--- src/rtl/dma_pkg.sv ---
// Shared definitions for the DMA channel arbiter: channel limits, arbiter
// state encoding and the CH_CTRL priority-field extractor.
package dma_pkg;

  localparam int MAX_CH     = 16;
  localparam int PRIO_W_DEF = 4;
  localparam int MAX_PRIO_W = 16;

  typedef enum logic {
    ARB_IDLE = 1'b0,
    ARB_OWN  = 1'b1
  } arb_state_e;

  typedef logic [MAX_PRIO_W-1:0]        prio_t;
  typedef logic [MAX_CH*MAX_PRIO_W-1:0] prio_bus_t;

  // Priority of channel ch from a packed bus of prio_w-bit fields, zero-extended.
  function automatic prio_t ch_prio_field(input prio_bus_t bus, input int unsigned ch,
                                          input int unsigned prio_w);
    prio_t mask;
    mask = (prio_t'(1) << prio_w) - prio_t'(1);
    return prio_t'(bus >> (ch * prio_w)) & mask;
  endfunction

endpackage

--- src/rtl/dma_prio_rr_pick.sv ---
// Combinational winner selection: highest priority among eligible requesters,
// ties broken by the first one found scanning upward from rr_ptr+1.
module dma_prio_rr_pick
  import dma_pkg::*;
#(
  parameter int NUM_CH = 4,
  parameter int PRIO_W = PRIO_W_DEF,
  parameter int ID_W   = $clog2(NUM_CH)
) (
  input  logic [NUM_CH-1:0]        req_i,
  input  logic [NUM_CH*PRIO_W-1:0] prio_i,
  input  logic [ID_W-1:0]          rr_ptr_i,
  input  logic [NUM_CH-1:0]        excl_i,
  output logic [NUM_CH-1:0]        win_oh_o,
  output logic [ID_W-1:0]          win_id_o,
  output logic                     any_valid_o
);

  prio_t             prio_arr [NUM_CH];
  logic [NUM_CH-1:0] elig;
  prio_t             max_p;
  logic [ID_W-1:0]   idx;
  logic              found;

  generate
    for (genvar gi = 0; gi < NUM_CH; gi++) begin : g_prio
      assign prio_arr[gi] = ch_prio_field(prio_bus_t'(prio_i), gi, PRIO_W);
    end
  endgenerate

  assign elig        = req_i & ~excl_i;
  assign any_valid_o = |elig;

  always_comb begin
    max_p    = '0;
    idx      = '0;
    found    = 1'b0;
    win_oh_o = '0;
    win_id_o = '0;
    for (int i = 0; i < NUM_CH; i++) begin
      idx = ID_W'(i);
      if (elig[idx] && (prio_arr[idx] > max_p)) max_p = prio_arr[idx];
    end
    // First eligible channel at the top priority level, in round-robin order.
    for (int k = 1; k <= NUM_CH; k++) begin
      idx = ID_W'((int'(rr_ptr_i) + k) % NUM_CH);
      if (!found && elig[idx] && (prio_arr[idx] == max_p)) begin
        found          = 1'b1;
        win_oh_o[idx]  = 1'b1;
        win_id_o       = idx;
      end
    end
  end

endmodule

--- src/rtl/dma_chn_arbiter.sv ---
// Grants the shared AXI data-path engine to one DMA channel per tenure,
// with priority + round-robin selection and beat-count driven yield requests.
module dma_chn_arbiter
  import dma_pkg::*;
#(
  parameter int NUM_CH    = 4,
  parameter int PRIO_W    = PRIO_W_DEF,
  parameter int MAX_BEATS = 16,
  parameter int ID_W      = $clog2(NUM_CH)
) (
  input  logic                     clk_i,
  input  logic                     reset_i,
  input  logic [NUM_CH-1:0]        ch_req_i,
  input  logic [NUM_CH*PRIO_W-1:0] ch_prio_i,
  input  logic                     beat_valid_i,
  input  logic                     burst_done_i,
  output logic [NUM_CH-1:0]        gnt_o,
  output logic [ID_W-1:0]          gnt_id_o,
  output logic                     gnt_valid_o,
  output logic                     yield_req_o,
  output logic [7:0]               beat_cnt_o
);

  localparam logic [7:0] MAX_BEATS_B = 8'(MAX_BEATS);

  arb_state_e        state_q, state_d;
  logic [NUM_CH-1:0] gnt_q, gnt_d;
  logic [ID_W-1:0]   gnt_id_q, gnt_id_d;
  logic [ID_W-1:0]   rr_ptr_q, rr_ptr_d;
  logic [7:0]        beat_cnt_q, beat_cnt_d;
  logic              yield_q, yield_d;

  prio_t             prio_arr [NUM_CH];
  logic [NUM_CH-1:0] comp_vec;
  logic              owner_req;
  logic              tenure_end;
  logic [NUM_CH-1:0] excl;
  logic [ID_W-1:0]   pick_ptr;
  logic [NUM_CH-1:0] pick_oh;
  logic [ID_W-1:0]   pick_id;
  logic              pick_any;

  // Other requesters at or above the owner's current priority can force a yield.
  generate
    for (genvar gi = 0; gi < NUM_CH; gi++) begin : g_comp
      assign prio_arr[gi] = ch_prio_field(prio_bus_t'(ch_prio_i), gi, PRIO_W);
      assign comp_vec[gi] = ch_req_i[gi] && !gnt_q[gi] && (prio_arr[gi] >= prio_arr[gnt_id_q]);
    end
  endgenerate

  assign owner_req  = |(ch_req_i & gnt_q);
  assign tenure_end = (state_q == ARB_OWN) && (burst_done_i || !owner_req);
  assign excl       = (tenure_end && !owner_req) ? gnt_q : '0;
  // At a tenure end the pointer moves to the owner in the same cycle as the pick.
  assign pick_ptr   = (state_q == ARB_OWN) ? gnt_id_q : rr_ptr_q;

  dma_prio_rr_pick #(
    .NUM_CH (NUM_CH),
    .PRIO_W (PRIO_W),
    .ID_W   (ID_W)
  ) u_pick (
    .req_i       (ch_req_i),
    .prio_i      (ch_prio_i),
    .rr_ptr_i    (pick_ptr),
    .excl_i      (excl),
    .win_oh_o    (pick_oh),
    .win_id_o    (pick_id),
    .any_valid_o (pick_any)
  );

  always_comb begin
    state_d    = state_q;
    gnt_d      = gnt_q;
    gnt_id_d   = gnt_id_q;
    rr_ptr_d   = rr_ptr_q;
    beat_cnt_d = beat_cnt_q;
    yield_d    = yield_q;
    case (state_q)
      ARB_IDLE: begin
        if (pick_any) begin
          state_d    = ARB_OWN;
          gnt_d      = pick_oh;
          gnt_id_d   = pick_id;
          beat_cnt_d = '0;
          yield_d    = 1'b0;
        end
      end
      ARB_OWN: begin
        if (tenure_end) begin
          rr_ptr_d   = gnt_id_q;
          beat_cnt_d = '0;
          yield_d    = 1'b0;
          if (pick_any) begin
            gnt_d    = pick_oh;
            gnt_id_d = pick_id;
          end else begin
            state_d  = ARB_IDLE;
            gnt_d    = '0;
            gnt_id_d = '0;
          end
        end else begin
          if (beat_valid_i && (beat_cnt_q != 8'hFF)) beat_cnt_d = beat_cnt_q + 8'd1;
          if ((beat_cnt_q >= MAX_BEATS_B) && (|comp_vec)) yield_d = 1'b1;
        end
      end
      default: state_d = ARB_IDLE;
    endcase
  end

  always_ff @(posedge clk_i) begin
    if (reset_i) begin
      state_q    <= ARB_IDLE;
      gnt_q      <= '0;
      gnt_id_q   <= '0;
      rr_ptr_q   <= ID_W'(NUM_CH - 1);
      beat_cnt_q <= '0;
      yield_q    <= 1'b0;
    end else begin
      state_q    <= state_d;
      gnt_q      <= gnt_d;
      gnt_id_q   <= gnt_id_d;
      rr_ptr_q   <= rr_ptr_d;
      beat_cnt_q <= beat_cnt_d;
      yield_q    <= yield_d;
    end
  end

  assign gnt_o       = gnt_q;
  assign gnt_id_o    = gnt_id_q;
  assign gnt_valid_o = |gnt_q;
  assign yield_req_o = yield_q;
  assign beat_cnt_o  = beat_cnt_q;

endmodule

--- config.mk ---
export PLATFORM = sky130hd
export DESIGN_NAME = dma_chn_arbiter
export DESIGN_NICKNAME = d
export VERILOG_FILES = /design/src/rtl/dma_pkg.sv /design/src/rtl/dma_prio_rr_pick.sv /design/src/rtl/dma_chn_arbiter.sv
export SDC_FILE = /design/constraint.sdc
export NUM_CORES = 1
export LEC_CHECK = 0
export CAP_MARGIN = 20
export CORE_ASPECT_RATIO = 1.5
export CORE_UTILIZATION = 61
export DETAILED_ROUTE_END_ITERATION = 8
export GPL_TIMING_DRIVEN = 0
export PLACE_DENSITY = 0.91
export SYNTH_ARGS = -nofsm -noshare
export SYNTH_HDL_FRONTEND = slang
export SYNTH_SLANG_ARGS = --single-unit
--- constraint.sdc ---
create_clock -name clk_i -period 17.83 [get_ports clk_i]
set_clock_uncertainty 0.05 [all_clocks]
set_input_delay 4.4575 -clock clk_i [delete_from_list [all_inputs] [get_ports clk_i]]
set_output_delay 4.4575 -clock clk_i [all_outputs]
set_load 0.02 [all_outputs]
==> results of run 1 <==
-- cells in the final DEF, fill, tap and decap left out, types with 7 or more instances in the layout --
cell type / count
and2_1: 9
nor2_1: 33
xor2_1: 7
a211oi_1: 9
nand3_1: 14
ha_1: 37
nand2_1: 34
a21o_1: 10
clkdlybuf4s50_1: 37
dfxtp_1: 18
a21oi_1: 25
inv_1: 22
xnor2_1: 8
clkbuf_1: 7
mux2i_1: 18
-- synthesized netlist by cell type (all sizes together), types with 5 or more instances --
cell    count  area [sq um]
ha         37           463
nand2      35           134
nor2       34           130
a21oi      28           151
inv        24          90.1
mux2i      19           203
dfxtp      18           360
nand3      14          70.1
a21o       10          75.1
a211oi      9          67.6
and2        9          56.3
xnor2       8          70.1
buf         7          46.3
clkbuf      7          26.3
o21ai       7          35.0
xor2        7          61.3
a31oi       6          37.5
nand2b      6          37.5
nor4        6          65.1
o211ai      6          50.1
nand4       5          31.3
nor2b       5          31.3
-- stage by stage --
stage	cell area, sq um	setup WS (ns)	power [uW]
after floorplan	2860	8.12	186
after global placement	3290	7.08	223
after detailed placement	3290	6.85	229
after CTS	3330	7.12	258
after global routing	3330	6.74	279
final	3330	7.09	260
-- tightest hold or removal path: stages, from the launching register on --
cell	delay, ns
dfxtp_1	0.33
nand2_1	0.05
o41ai_1	0.05
-- power breakdown --
part / internal (uW) / switching, uW / leakage, uW
Clock: 15.0 / 13.1 / 0.0000216
Sequential: 42.9 / 4.20 / 0.000146
Combinational: 80.0 / 105 / 0.00122
Total: 138 / 123 / 0.00139
-- how the worst max path moves through the flow --
stage | slack (ns) | end | cells after the start
after floorplan | 8.12 | gnt_o[0] | 26
after detailed placement | 6.85 | gnt_o[2] | 26
after global placement | 7.08 | gnt_o[0] | 26
after CTS | 7.12 | gnt_o[2] | 26
final | 7.09 | gnt_o[2] | 26
after global routing | 6.74 | gnt_o[0] | 26
-- final cells by class --
type,instances,area (sq um)
fillers,354,1180
repair buffers,37,370
multi-input cells,304,2330
well taps,48,60.1
inverters,24,90.1
clock buffers,3,41.3
flip-flops and latches,18,360
plain buffers,14,72.6
-- logic make-up after synthesis --
group	share of synthesized area (%)
compound gates	25.1
xor+xnor	4.60
fa+ha+maj	16.2
buf+inv	5.70
flops	12.6
mux	11.0
simple gates	24.7
-- flip-flops by register name, indices dropped and copies added (netlist names) --
| signal | count |
|---|---|
| gnt_o | 4 |
| gnt_id_o | 2 |
| beat_cnt_o | 8 |
| state_q | 1 |
| yield_req_o | 1 |
| rr_ptr_q | 2 |
-- routing by layer --
layer / track usage (%) / share of wire (%)
met1: 36.7 / 36
met2: 63.6 / 52
met3: 2.11 / 5.2
met4: 25.1 / 6.7
met5: 0 / 0
==> flow_metrics.tcl, run 1 <==
set metrics [dict create \
    status "complete, but fails checks" \
    failed_checks "design-rule violations" \
    ys_types 64 \
    r2r-end "gnt_o[2]" \
    routed_via_density 6.70 \
    ctsHoldBuffers 0 \
    min_path_cells 2 \
    tightest_slew_ns 0.588 \
    gp_congestion 0.973 \
    grt_pass1_vias 3026 \
    worstReg2RegStart "state_q" \
    post_cts_buffers 0 \
    synth_fp_nets 421 \
    via_count 3000 \
    layout-drive-gt1-share_pct 10.0 \
    routed_wl_um 8200 \
    numCtsBuffers 3 \
    antenna_found_initial 0 \
    yosysWarningCount 0 \
    cts_resized 0 \
    track_usage_pct 34.9 \
    synth_cells 360 \
    r2r_cells 11 \
    timing.hold.ws_ns 0.419 \
    timing.final.crit_share_pct 60.2 \
    antenna_left 0 \
    hp-start "yield_req_o" \
    critical_path_class "in2reg" \
    rsz0062_at_grt "false" \
    drt_pass1_iterations 7 \
    fp.dieH_um 85.8 \
    die_area_sq_um 4960 \
    clk_latency_ns 0.26 \
    synth_enable_flop_cells 0 \
    syn_area_sq_um 2860 \
    drc 5 \
    syn_to_final_growth_pct 16.5 \
    dp_cells 445 \
    grt_max_degree 14 \
    avgSynthCellArea_sq_um 7.93 \
    crit_slowest_cell "clkdlybuf4s50_1" \
    nets 463 \
    synth_flop_cell "dfxtp_1" \
    setup_viol_count_final 0 \
    cts_tree "done" \
    grt_pass1_wl_um 13600 \
    pin_count 40 \
    maxCapViolations 0 \
    drt-initial-drc-count 222 \
    utilization_pct 73.9 \
    cts_htree_levels 1 \
    rrSetupSlack_ns 13.83 \
    crit_start "ch_prio_i[2]" \
    synth_seq_area_share_pct 12.6 \
    end_kind "register" \
    crit_family "compound AO/OA/AOI/OAI gates" \
    fmax_mhz 93.1 \
    num_rows 30 \
    cts_sinks 18 \
    holdCritPathClass "reg2reg" \
    setup_tns_ns 0 \
    cts_root_buffer "clkbuf_8" \
    cts.clk_slew.worst_paths_ns 0.06 \
    clock_path_buffers 2 \
    wire_per_inst_um 18.3 \
    path_buf_inv 3 \
    slowest_delay_ns 0.63 \
    antenna_cells 0 \
    slew_headroom_pct 60.5 \
    die-width_um 57.9 \
    cp.arrival_ns 10.82 \
    dp_hpwl_um 6440 \
    fin_cells 448 \
    p_leak_uw 0.00139 \
    cp_max_fo 10 \
    io_buffers 37 \
    required_ns 17.92 \
    gr-total-overflow 0 \
    slew_viol_final 0 \
    hold_end "yield_req_o" \
    ys_async_sr_fraction_pct 0 \
    ir_drop_uv 35.3 \
    hold_viol 0 \
    power_density_nw_per_um2 78.3 \
    fin_crit_ns 10.74 \
    start_kind "input pin" \
    synth-seq-cells 18 \
    initial_core_util_pct 63.4 \
    core_area_sq_um 4500 \
]
Power figures use the tool's default switching activity.
==> run 2: changes to the inputs <==
CORE_UTILIZATION = 56   (was 61)
PLACE_DENSITY = 0.84   (was 0.91)
clock period = 10.6 ns   (was 17.83 ns; I/O delays follow)
==> run 2 against run 1 <==
Effect of this change: the flow now finishes without violations; largest cell class unchanged; largest power group unchanged; first-iteration DRC count down 25%; cell area up 0.68%; critical path depth unchanged; total power up 68%.
==> flow_metrics.tcl, run 2 (synthesis results as in run 1) <==
set metrics [dict create \
    cts_resized 0 \
    critical_path_class "in2reg" \
    fin_crit_ns 9.02 \
    cp.arrival_ns 9.09 \
    antenna_found_initial 0 \
    end_kind "register" \
    crit_cells 26 \
    fp.dieH_um 89.5 \
    routed_via_density 6.29 \
    p_seq_share_pct 18.1 \
    grt_max_degree 14 \
    die-width_um 60.3 \
    cts_htree_levels 1 \
    status "finished clean" \
    drt-initial-drc-count 167 \
    setup_tns_ns 0 \
    numCtsBuffers 3 \
    syn_to_final_growth_pct 17.3 \
    io_buffers 37 \
    largest_register_ffs 8 \
    clock_path_buffers 2 \
    slew_headroom_pct 59.2 \
    power.internal_uw 232 \
    cts_sinks 18 \
    power_uw 438 \
    setup_viol_count_final 0 \
    grt_pass1_vias 2901 \
    crit_family "compound AO/OA/AOI/OAI gates" \
    drt_pass1_iterations 4 \
    p_sw_uw 206 \
    initial_core_util_pct 58.9 \
    r2r_cells 11 \
    dp_hpwl_um 6510 \
    grt_pass1_wl_um 13300 \
    num_rows 31 \
    ir_drop_uv 61.6 \
    pin_count 40 \
    clk_latency_ns 0.25 \
    via_count 2930 \
    antenna_cells 0 \
    min_path_cells 2 \
    rsz0062_at_grt "false" \
    switching_share_pct 47.1 \
    die_area_sq_um 5390 \
    cts_tree "done" \
    slew_viol_final 0 \
    core_area_sq_um 4850 \
    power_density_nw_per_um2 131 \
    clockPowerShare_pct 10.6 \
    track_usage_pct 32.6 \
    crit_slowest_cell "clkdlybuf4s50_1" \
    nets 463 \
    gp_congestion 0.926 \
    cts_root_buffer "clkbuf_8" \
    maxCapViolations 0 \
    path_buf_inv 3 \
    wire_per_inst_um 17.3 \
    drc 0 \
    layout-drive-gt1-share_pct 10.0 \
    holdCritPathClass "reg2reg" \
    final_cell_mix "ha_1 (37), clkdlybuf4s50_1 (37), nand2_1 (34)" \
    timing.final.crit_share_pct 85.1 \
    combPwrFrac_pct 71.3 \
    start_kind "input pin" \
    routed_wl_um 8060 \
    n_fill_cell 406 \
    tightest_slew_ns 0.607 \
    p_leak_uw 0.00139 \
    slowest_delay_ns 0.64 \
    post_cts_buffers 0 \
    fmax_mhz 111 \
    required_ns 10.67 \
    hold_viol 0 \
    cts.clk_slew.worst_paths_ns 0.06 \
    gr-total-overflow 0 \
    antenna_left 0 \
    cp_max_fo 10 \
    ctsHoldBuffers 0 \
]
==> run 2: cell counts in the layout (fill, tap and decap cells not counted) <==
No cell type changed its count.
==> run 2: path summary, 6_finish.rpt <==
kind	endpoint	startpoint	slack, ns
worst min register to register	yield_req_o	yield_req_o	0.42
worst min-delay path	yield_req_o	yield_req_o	0.42
worst max-delay path	gnt_o[0]	ch_prio_i[2]	1.58
worst max register to register	gnt_o[0]	state_q	6.39
==> run 2: per-layer routing <==
metal | GRT usage (%) | wire, um | up-vias
met4 | 20.1 | 467 | 0
met1 | 33.1 | 3010 | 1375
met5 | 0 | 0 | -
met3 | 3.76 | 338 | 35
met2 | 60.8 | 4240 | 106
li1 | - | - | 1414
==> run 2: cell type report <==
cell class	instances	area (sq um)	share of cell area, %
clock buffers	3	41.3	1.23
repair buffers	37	370	11.1
plain buffers	14	72.6	2.17
multi-input cells	304	2330	69.6
flip-flops and latches	18	360	10.8
inverters	24	90.1	2.69
well taps	66	82.6	2.47
==> run 2: through the flow <==
| stage | setup slack, ns | utilization [%] | hold WS (ns) | area (sq um) | std cells |
|---|---|---|---|---|---|
| 2_1_floorplan | 2.70 | - | 0.385 | 2860 | 360 |
| 3_3_place_gp | 1.52 | 68.2 | 0.398 | 3310 | 463 |
| 3_5_place_dp | 1.35 | 68.2 | 0.387 | 3310 | 463 |
| 4_1_cts | 1.60 | 69.1 | 0.414 | 3350 | 466 |
| 5_1_grt | 1.16 | 69.1 | 0.434 | 3350 | 466 |
| 6_report | 1.58 | 69.1 | 0.418 | 3350 | 466 |
==> run 2: worst min-delay path, cell delays in order (launching register included) <==
cell and delay [ns]:
dfxtp_1 0.33, nand2_1 0.05, o41ai_1 0.05
==> run 2: power by group through the flow <==
| stage | registers, uW | logic [uW] | clock network [uW] |
|---|---|---|---|
| 2_1_floorplan | 81.7 | 231 | 0 |
| 3_3_place_gp | 80.1 | 297 | 0 |
| 3_5_place_dp | 80.6 | 308 | 0 |
| 4_1_cts | 79.1 | 309 | 46.4 |
| 5_1_grt | 79.8 | 344 | 50.2 |
| 6_report | 79.2 | 312 | 46.5 |
==> run 3: changes to the inputs <==
ABC_CLOCK_PERIOD_IN_PS = 10600   (was not set)
==> results of run 3 <==
Same layout as run 2: the final DEF is identical, and so are final timing and power.
